## config.mk

```make
export PLATFORM = sky130hd
export DESIGN_NAME = eth_txarb_rr
export DESIGN_NICKNAME = d
export VERILOG_FILES = /design/src/rtl/eth_txarb_rr.sv
export SDC_FILE = /design/constraint.sdc
export NUM_CORES = 1
export LEC_CHECK = 0
export CAP_MARGIN = 20
export CELL_PAD_IN_SITES_DETAIL_PLACEMENT = 1
export CELL_PAD_IN_SITES_GLOBAL_PLACEMENT = 2
export CORE_MARGIN = 1.5
export CORE_UTILIZATION = 24
export CTS_BUF_LIST = sky130_fd_sc_hd__clkbuf_8
export DETAILED_ROUTE_END_ITERATION = 7
export PLACE_DENSITY = 0.93
export SLEW_MARGIN = 10
export SYNTH_ARGS = -nofsm -noshare
export SYNTH_HDL_FRONTEND = slang
export SYNTH_SLANG_ARGS = --single-unit
```

## constraint.sdc

```tcl
create_clock -name clk156 -period 9 [get_ports clk156]
set_input_delay 1.8 -clock clk156 [delete_from_list [all_inputs] [get_ports clk156]]
set_output_delay 1.8 -clock clk156 [all_outputs]
set_load 0.01 [all_outputs]
```

## src/rtl/eth_txarb_rr.sv

```systemverilog
`default_nettype none
// ============================================================================
//  Module      : eth_txarb_rr
//  Description : N-channel, packet-granular round-robin TX arbiter. Merges
//                N per-source FWFT FIFOs into one tagged output stream
//                ({channel tag, word}) toward the arb2encap FIFO. Provides
//                per-channel grant enables, an oversize-packet truncation
//                guard and a one-cycle registered output stage.
//  Revision    : 1.0  initial release
// ----------------------------------------------------------------------------
//  Ports
//    clk156      in   1          single clock for the whole block
//    sys_rst     in   1          asynchronous, active-high reset
//    ch_en       in   N_CH       per-channel grant enable (gates new grants)
//    fifo_dout   in   N_CH*IN_W  FWFT head words, channel i at [i*IN_W +: IN_W]
//    fifo_empty  in   N_CH       per-channel FIFO empty
//    fifo_rd_en  out  N_CH       per-channel pop (combinational)
//    din         out  OUT_W      output word {tag, word} (registered)
//    wr_en       out  1          output write strobe (registered)
//    out_afull   in   1          output FIFO prog_full (free entries <= 2)
//    busy        out  1          high while the arbiter is not idle
//    trunc_err   out  N_CH       sticky per-channel truncation flag
// ============================================================================
module eth_txarb_rr #(
    parameter int N_CH      = 4,
    parameter int IN_W      = 81,
    parameter int LAST_BIT  = 80,
    parameter int CH_W      = (N_CH > 1) ? $clog2(N_CH) : 1,
    parameter int OUT_W     = IN_W + CH_W,
    parameter int MAX_BEATS = 512
) (
    input  logic                 clk156,
    input  logic                 sys_rst,
    input  logic [N_CH-1:0]      ch_en,
    input  logic [N_CH*IN_W-1:0] fifo_dout,
    input  logic [N_CH-1:0]      fifo_empty,
    output logic [N_CH-1:0]      fifo_rd_en,
    output logic [OUT_W-1:0]     din,
    output logic                 wr_en,
    input  logic                 out_afull,
    output logic                 busy,
    output logic [N_CH-1:0]      trunc_err
);

    // Beat counter only needs to reach MAX_BEATS-1 before the packet is
    // either finished or diverted into DROP.
    localparam int c_beat_w = $clog2(MAX_BEATS);

    typedef enum logic [1:0] {
        S_IDLE = 2'd0,
        S_XFER = 2'd1,
        S_DROP = 2'd2
    } state_t;

    state_t                r_state;
    state_t                w_state_nxt;

    logic [CH_W-1:0]       r_rr_ptr;
    logic [CH_W-1:0]       r_grant;
    logic [c_beat_w-1:0]   r_beat_cnt;
    logic                  r_wr_en;
    logic [OUT_W-1:0]      r_din;
    logic [N_CH-1:0]       r_trunc_err;

    logic [N_CH-1:0]       w_elig;
    logic                  w_any_elig;
    logic [CH_W-1:0]       w_pick;
    logic [CH_W:0]         w_sum;
    logic [CH_W-1:0]       w_cand;
    logic [CH_W-1:0]       w_grant_inc;
    logic [IN_W-1:0]       w_words [N_CH];
    logic [IN_W-1:0]       w_head;
    logic [IN_W-1:0]       w_word_out;
    logic                  w_pop;
    logic                  w_last;
    logic                  w_at_limit;
    logic                  w_trunc;

    // ------------------------------------------------------------------
    // Head-word selection
    // ------------------------------------------------------------------
    genvar g;
    generate
        for (g = 0; g < N_CH; g++) begin : g_unpack
            assign w_words[g] = fifo_dout[g*IN_W +: IN_W];
        end
    endgenerate

    assign w_head     = w_words[r_grant];
    assign w_last     = w_head[LAST_BIT];
    assign w_at_limit = (r_beat_cnt == c_beat_w'(MAX_BEATS - 1));

    // ------------------------------------------------------------------
    // Round-robin pick
    // ------------------------------------------------------------------
    assign w_elig     = ch_en & ~fifo_empty;
    assign w_any_elig = |w_elig;

    // Walk the scan order backwards so the last hit written is the one
    // closest to rr_ptr; avoids an early-exit loop.
    always_comb begin
        w_pick = r_rr_ptr;
        w_sum  = '0;
        w_cand = '0;
        for (int k = N_CH - 1; k >= 0; k--) begin
            w_sum = {1'b0, r_rr_ptr} + (CH_W+1)'(k);
            if (w_sum >= (CH_W+1)'(N_CH)) begin
                w_sum = w_sum - (CH_W+1)'(N_CH);
            end
            w_cand = w_sum[CH_W-1:0];
            if (w_elig[w_cand]) begin
                w_pick = w_cand;
            end
        end
    end

    // Channel after the current grant, wrapping for non-power-of-2 N_CH.
    assign w_grant_inc = (r_grant == CH_W'(N_CH - 1)) ? '0 : r_grant + CH_W'(1);

    // ------------------------------------------------------------------
    // FSM: state register
    // ------------------------------------------------------------------
    always_ff @(posedge clk156 or posedge sys_rst) begin
        if (sys_rst) begin
            r_state <= S_IDLE;
        end else begin
            r_state <= w_state_nxt;
        end
    end

    // ------------------------------------------------------------------
    // FSM: next state and pop generation
    // ------------------------------------------------------------------
    always_comb begin
        w_state_nxt = r_state;
        w_pop       = 1'b0;
        fifo_rd_en  = '0;
        case (r_state)
            S_IDLE: begin
                // Grant is registered here; the first pop follows next cycle.
                if (w_any_elig) begin
                    w_state_nxt = S_XFER;
                end
            end
            S_XFER: begin
                w_pop = ~fifo_empty[r_grant] & ~out_afull;
                if (w_pop) begin
                    if (w_last) begin
                        w_state_nxt = S_IDLE;
                    end else if (w_at_limit) begin
                        w_state_nxt = S_DROP;
                    end
                end
            end
            S_DROP: begin
                // Discarded words never reach the output, so backpressure
                // does not apply while draining.
                w_pop = ~fifo_empty[r_grant];
                if (w_pop && w_last) begin
                    w_state_nxt = S_IDLE;
                end
            end
            default: begin
                w_state_nxt = S_IDLE;
            end
        endcase
        fifo_rd_en[r_grant] = w_pop;
    end

    // Truncation only when the limit beat is not already a tlast.
    assign w_trunc = (r_state == S_XFER) & w_pop & ~w_last & w_at_limit;

    always_comb begin
        w_word_out           = w_head;
        w_word_out[LAST_BIT] = w_head[LAST_BIT] | w_trunc;
    end

    // ------------------------------------------------------------------
    // Datapath: grant, pointer, beat counter, output register, errors
    // ------------------------------------------------------------------
    always_ff @(posedge clk156 or posedge sys_rst) begin
        if (sys_rst) begin
            r_rr_ptr    <= '0;
            r_grant     <= '0;
            r_beat_cnt  <= '0;
            r_wr_en     <= 1'b0;
            r_din       <= '0;
            r_trunc_err <= '0;
        end else begin
            r_wr_en <= 1'b0;
            case (r_state)
                S_IDLE: begin
                    if (w_any_elig) begin
                        r_grant    <= w_pick;
                        r_beat_cnt <= '0;
                    end
                end
                S_XFER: begin
                    if (w_pop) begin
                        r_wr_en    <= 1'b1;
                        r_din      <= {r_grant, w_word_out};
                        r_beat_cnt <= r_beat_cnt + c_beat_w'(1);
                        if (w_last) begin
                            r_rr_ptr <= w_grant_inc;
                        end
                        if (w_trunc) begin
                            r_trunc_err[r_grant] <= 1'b1;
                        end
                    end
                end
                S_DROP: begin
                    if (w_pop && w_last) begin
                        r_rr_ptr <= w_grant_inc;
                    end
                end
                default: begin
                end
            endcase
        end
    end

    assign din       = r_din;
    assign wr_en     = r_wr_en;
    assign trunc_err = r_trunc_err;
    assign busy      = (r_state != S_IDLE);

endmodule
`default_nettype wire

```

==> results.py, run 1 <==
metrics = {
    "run_status": {
        "outcome": "complete, no violations",
    },
    "run": {
        "cap_violations": 0,
    },
    "synthesis": {
        "ys_seq_elements": 103,
        "yosysWarnings": 0,
        "ys_async_sr_fraction_pct": 100.0,
        "syn_avg_cell_area_sq_um": 14.87,
        "netlist_area_sq_mm": 0.006335,
        "yosysSeqAreaShare_pct": 40.69,
        "syn-num-nets": 770,
        "synthesis.instances": 426,
        "synth_edf_count": 0,
        "synth_cell_type_count": 39,
        "ys.flop_type": "dfrtp_1",
    },
    "timing": {
        "period_share_pct": 66.53,
        "slew_headroom_pct": 36.84,
        "rsz0062_at_grt": "no",
        "worst_hold_slack_ns": 0.4737,
        "fin_crit_ns": 5.988,
        "setup_violations": 0,
        "max_freq_mhz": 167.0,
        "drv_slew": 0,
        "worstMarginPinSlew_ns": 0.9474,
        "final.setup_skew_ns": 0.01308,
        "tns_ns": 0,
        "hold_viol": 0,
    },
    "finish": {
        "final_common_cell": "clkdlybuf4s50_1",
        "final_core_util_pct": 42.77,
        "synthToLayoutAreaGrowth_pct": 75.45,
        "final_nets": 1182,
        "fillCellCount": 2731,
        "layout_common_cells": "clkdlybuf4s50_1, dfrtp_1, mux2_2, mux4_2, o21ai_0",
        "layout-drive-gt1-share_pct": 22.68,
    },
    "worst_setup_path": {
        "slowest_stage": "mux4_2",
        "end_kind": "output pin",
        "cp_cell_sequence": "clkdlybuf4s50_1 > mux4_2 > nor2b_1 > o21a_1 > and2_1 > clkdlybuf4s50_1",
        "path_max_fanout": 6,
        "critPathRequiredTime_ns": 7.20,
        "setup.worst_path.start_class": "input port",
        "cp.arrival_ns": 4.19,
        "cpMostUsedCell": "clkdlybuf4s50_1",
        "critPathKind": "input port to output pin",
        "max_stage_delay_ns": 0.56,
    },
    "clock_network": {
        "cts_resized": 0,
        "numCtsBuffers": 9,
        "cts_tree": "built",
        "cts.sink_count": 103,
        "clk_latency_ns": 0.39,
        "cts_setup_buffers": 0,
        "cts_buffer_depth": 2,
        "hold_buffers": 0,
        "h-tree-depth": 3,
        "cts_root_buf": "clkbuf_8",
        "clkSlewWorstSetupHoldPaths_ns": 0.11,
    },
    "die": {
        "die_w_microns": 165.5,
        "rows": 59,
        "start_util_pct": 24.38,
        "fp.dieArea_sq_mm": 0.02738,
        "fp.dieH_microns": 165.5,
        "ioPinCount": 428,
        "core_sq_mm": 0.02598,
    },
    "min_path": {
        "min_path_type": "flip-flop to flip-flop",
    },
    "place": {
        "io_buffers": 427,
        "dp_hpwl_microns": 21680,
        "gp_congestion": 0.7963,
    },
    "route": {
        "route.vias.total": 5626,
        "totalWireLength_microns": 26590,
        "drt.antenna.violating_nets": 0,
        "drt_iter0_markers": 190,
        "drt-vias-per-instance": 4.776,
        "dr.pass1.iters": 4,
        "wire_per_inst_microns": 22.57,
        "drc": 0,
    },
    "power": {
        "powerDensity_mw_per_mm2": 249.3,
        "power.leakage_nw": 4.233,
        "ir_drop_v": 0.0001255,
    },
    "grt": {
        "grt_max_degree": 59,
        "grt_pass1_wl_microns": 36920,
        "antenna_found_initial": 1,
        "overflow": 0,
        "grt_pass1_vias": 6003,
        "gr-usage-all-layers_pct": 18.64,
    },
}
==> per-stage QoR <==
stage / power (mW) / setup WS (ns) / instance area [sq um] / cells
floorplan: 1.731 / 4.266 / 6335 / 426
global placement: 2.493 / 3.077 / 10940 / 1162
detailed placement: 2.532 / 3.009 / 10940 / 1162
CTS: 2.827 / 3.009 / 11110 / 1177
global route: 2.953 / 2.827 / 11110 / 1178
finish: 2.770 / 3.012 / 11110 / 1178
==> area by class of cell <==
class                   count  area (sq um)  area share (%)
flip-flops and latches    103          2585           23.26
clock inverters             6         47.55          0.4278
inverters                   7         28.78          0.2589
clock buffers               9         123.9           1.114
well taps                 335         419.2           3.771
multi-input cells         283          3581           32.22
diodes                      1         2.502         0.02251
repair buffers            434          4327           38.93
==> cells by family (layout without fill, tap and decap cells) <==
| family | Yosys count | after routing | share of synthesized area [%] |
|---|---|---|---|
| other cells | 0 | 1 | 0 |
| fa+ha+maj | 9 | 9 | 1.778 |
| mux | 170 | 170 | 44.72 |
| flops | 103 | 103 | 40.69 |
| simple gates | 56 | 56 | 4.800 |
| compound gates | 48 | 48 | 4.997 |
| buf+inv | 40 | 456 | 3.022 |
==> power breakdown <==
group / internal, mW / switching (mW) / total [mW]
clock network: 0.102 / 0.178 / 0.280
registers: 0.670 / 0.159 / 0.829
logic: 1.01 / 0.652 / 1.66
==> synthesized netlist by cell type, drive strengths merged, types with 6 or more instances <==
library cell  instances  area, sq um
nor2b                 7        43.79
o21ai                17        85.08
ha                    9        112.6
mux2                 84        945.9
and2                  6        37.54
nand3                 7        35.03
nand2                 6        22.52
dfrtp               103         2577
a21oi                 7        35.03
buf                  17        105.1
nand2b                7        43.79
inv                   7        26.28
nor2                 13        48.80
mux4                 82         1847
clkbuf               16        60.06
==> state kept, by name (all words and copies together), names as in the netlist <==
name and cells:
din 83, r_state 2, trunc_err 4, r_grant 2, wr_en 1, r_rr_ptr 2, r_beat_cnt 9
==> worst paths after layout <==
kind	from	to	slack, ns	cells past startpoint
max	fifo_empty[1]	fifo_rd_en[1]	3.01	6
min	trunc_err[0]	trunc_err[0]	0.47	1
max reg2reg	r_grant[1]	r_beat_cnt[6]	5.33	7
min reg2reg	trunc_err[0]	trunc_err[0]	0.47	1
max in group asynchronous	sys_rst	r_grant[0]	5.87	3
min in group asynchronous	sys_rst	din[35]	1.84	2
==> routing by layer <==
metal	global-route usage [%]	share of wire, %
met3	5.345	8.5
met5	0	0
met4	4.058	0.96
met1	21.38	37
met2	34.11	54
==> worst max-delay path: cells and delay by family <==
family / cells / cell delay, ns
AND/OR/NAND/NOR: 2 / 0.51
AO/OA/AOI/OAI: 1 / 0.31
multiplexers: 1 / 0.56
buffers and inverters: 2 / 1.00
No activity file was read; power rests on OpenSTA's default activity.
==> inputs of run 2 (changes only) <==
--- a/config.mk
+++ b/config.mk
@@ -9,10 +9,10 @@
 export CELL_PAD_IN_SITES_DETAIL_PLACEMENT = 1
 export CELL_PAD_IN_SITES_GLOBAL_PLACEMENT = 2
 export CORE_MARGIN = 1.5
-export CORE_UTILIZATION = 24
+export CORE_UTILIZATION = 22
 export CTS_BUF_LIST = sky130_fd_sc_hd__clkbuf_8
 export DETAILED_ROUTE_END_ITERATION = 7
-export PLACE_DENSITY = 0.93
+export PLACE_DENSITY = 0.87
 export SLEW_MARGIN = 10
 export SYNTH_ARGS = -nofsm -noshare
 export SYNTH_HDL_FRONTEND = slang
==> constraint.sdc (replaced) <==
create_clock -name clk156 -period 5.8 [get_ports clk156]
set_input_delay 1.16 -clock clk156 [delete_from_list [all_inputs] [get_ports clk156]]
set_output_delay 1.16 -clock clk156 [all_outputs]
set_load 0.01 [all_outputs]
==> results.py, run 2 (same netlist as run 1, synthesis figures left out) <==
metrics = {
    "route": {
        "route.vias.total": 5626,
        "dr.max_layer_used": "met4",
        "drt.antenna.violating_nets": 0,
        "drc": 0,
        "drt-vias-per-instance": 4.615,
        "wire_per_inst_microns": 20.98,
        "wl_met1_microns": 9601,
        "met2_length_microns": 13710,
        "drt_iter0_markers": 167,
        "totalWireLength_microns": 25580,
        "dr.pass1.iters": 4,
        "wl_met3_microns": 1894,
    },
    "min_path": {
        "hp-start": "trunc_err[3]",
        "min_path_type": "flip-flop to flip-flop",
    },
    "clock_network": {
        "cts_resized": 0,
        "clkSlewWorstSetupHoldPaths_ns": 0.10,
        "h-tree-depth": 3,
        "hold_buffers": 0,
        "cts_setup_buffers": 0,
        "clk_latency_ns": 0.38,
        "cts_buffer_depth": 2,
        "cts_tree": "built",
        "numCtsBuffers": 9,
        "cts.sink_count": 103,
        "cts_root_buf": "clkbuf_8",
    },
    "timing": {
        "fin_ws_ns": 1.104,
        "rsz0062_at_grt": "no",
        "hold_viol": 0,
        "worst_hold_slack_ns": 0.4677,
        "period_share_pct": 80.96,
        "drv_slew": 0,
        "final.setup_skew_ns": 0.02353,
        "fin_crit_ns": 4.696,
        "slew_headroom_pct": 38.11,
        "max_freq_mhz": 213.0,
        "tns_ns": 0,
        "worstMarginPinSlew_ns": 0.9283,
        "setup_violations": 0,
    },
    "grt": {
        "gr-usage-all-layers_pct": 17.28,
        "grt_pass1_vias": 6370,
        "grt_max_degree": 98,
        "antenna_found_initial": 0,
        "overflow": 0,
        "grt_pass1_wl_microns": 39320,
    },
    "die": {
        "ioPinCount": 428,
        "die_w_microns": 172.7,
        "fp.dieArea_sq_mm": 0.02982,
        "rows": 61,
        "start_util_pct": 22.55,
        "fp.dieH_microns": 172.7,
        "core_sq_mm": 0.02809,
    },
    "worst_setup_path": {
        "cp.depth": 6,
        "cpMostUsedCell": "clkdlybuf4s50_1",
        "end_kind": "output pin",
        "critical-path-top-delay-family": "buffers and inverters",
        "cp.arrival_ns": 3.54,
        "startpoint": "fifo_empty[0]",
        "slowest_stage": "mux4_2",
        "critPathRequiredTime_ns": 4.64,
        "r2r_slack_ns": 2.83,
        "max_stage_delay_ns": 0.57,
        "setup.worst_path.start_class": "input port",
        "r2r-end": "r_beat_cnt[6]",
        "critPathCapture": "fifo_rd_en[1]",
        "r2r_cells": 6,
        "critPathKind": "input port to output pin",
        "path_buf_inv": 2,
        "path_max_fanout": 6,
        "cp_cell_sequence": "clkdlybuf4s50_1 > mux4_2 > nor2b_1 > o21a_1 > and2_1 > clkdlybuf4s50_1",
        "timing.rr.start": "r_grant[1]",
    },
    "place": {
        "dp_hpwl_microns": 20500,
        "dpl_cell_area_sq_mm": 0.01100,
        "io_buffers": 427,
        "gp_congestion": 0.8628,
        "pre_cts_ws_ns": 1.147,
        "dp.cells": 1204,
    },
    "power": {
        "totalPowerFinal_mw": 4.262,
        "p_switching_mw": 1.503,
        "power.leakage_nw": 4.230,
        "p_seq_share_pct": 30.0,
        "switching_share_pct": 35.26,
        "ir_drop_v": 0.0002273,
        "p_int_mw": 2.759,
        "clock_power_share_pct": 10.0,
        "powerDensity_mw_per_mm2": 381.8,
        "comb_power_share_pct": 60.0,
    },
    "run_status": {
        "outcome": "complete, no violations",
    },
    "finish": {
        "final_core_util_pct": 39.75,
        "layout-drive-gt1-share_pct": 22.47,
        "final_nets": 1181,
        "final_common_cell": "clkdlybuf4s50_1",
        "synthToLayoutAreaGrowth_pct": 76.22,
        "fillCellCount": 3055,
        "stdcell_count": 1219,
        "layout_common_cells": "clkdlybuf4s50_1, dfrtp_1, mux2_2, mux4_2, o21ai_0",
        "largest_register_ff_count": 83,
        "final_area_sq_mm": 0.01116,
        "diodes": 0,
    },
    "run": {
        "cap_violations": 0,
    },
}
-- run 2: cell count changes in the layout (fill, tap and decap cells not counted) --
cell / previous run / this run
diode_2: 1 / 0
buf_4: 7 / 5
inv_8: 1 / 0
buf_12: 0 / 1
inv_1: 7 / 8
-- run 2: cell type report --
type / count / area, sq um / area share [%]
Inverter: 7 / 28.78 / 0.2578
Multi-Input combinational cell: 283 / 3581 / 32.08
Tap cell: 378 / 473.0 / 4.237
Clock buffer: 9 / 123.9 / 1.110
Timing Repair Buffer: 433 / 4332 / 38.80
Sequential cell: 103 / 2585 / 23.16
Clock inverter: 6 / 40.04 / 0.3587
-- run 2: per-layer routing --
layer / vias to the layer above / GRT usage, %
li1: 2514 / -
met1: 2852 / 19.31
met2: 240 / 31.97
met3: 20 / 5.255
met4: 0 / 4.022
met5: - / 0
-- run 2: worst register-to-register path, cell delays in order (launching register included) --
cell and delay [ns]:
dfrtp_4 0.84, mux4_2 0.68, nor4bb_4 0.34, buf_12 0.46
a41oi_1 0.21, o21ai_0 0.20, o31ai_1 0.09
-- run 2: power by group through the flow --
stage	logic (mW)	clock network [mW]	registers (mW)
finish	2.56	0.427	1.28
global route	2.75	0.472	1.33
CTS	2.61	0.453	1.28
detailed placement	2.60	0	1.30
global placement	2.56	0	1.28
floorplan	1.34	0	1.35
-- run 2: worst min path at each step --
stage | slack (ns) | endpoint | cells after the start
2_1_floorplan | 0.44 | r_beat_cnt[7] | 1
3_3_place_gp | 0.44 | trunc_err[1] | 1
3_5_place_dp | 0.45 | trunc_err[3] | 1
4_1_cts | 0.48 | trunc_err[3] | 1
5_1_grt | 0.49 | trunc_err[3] | 1
6_report | 0.47 | trunc_err[3] | 1
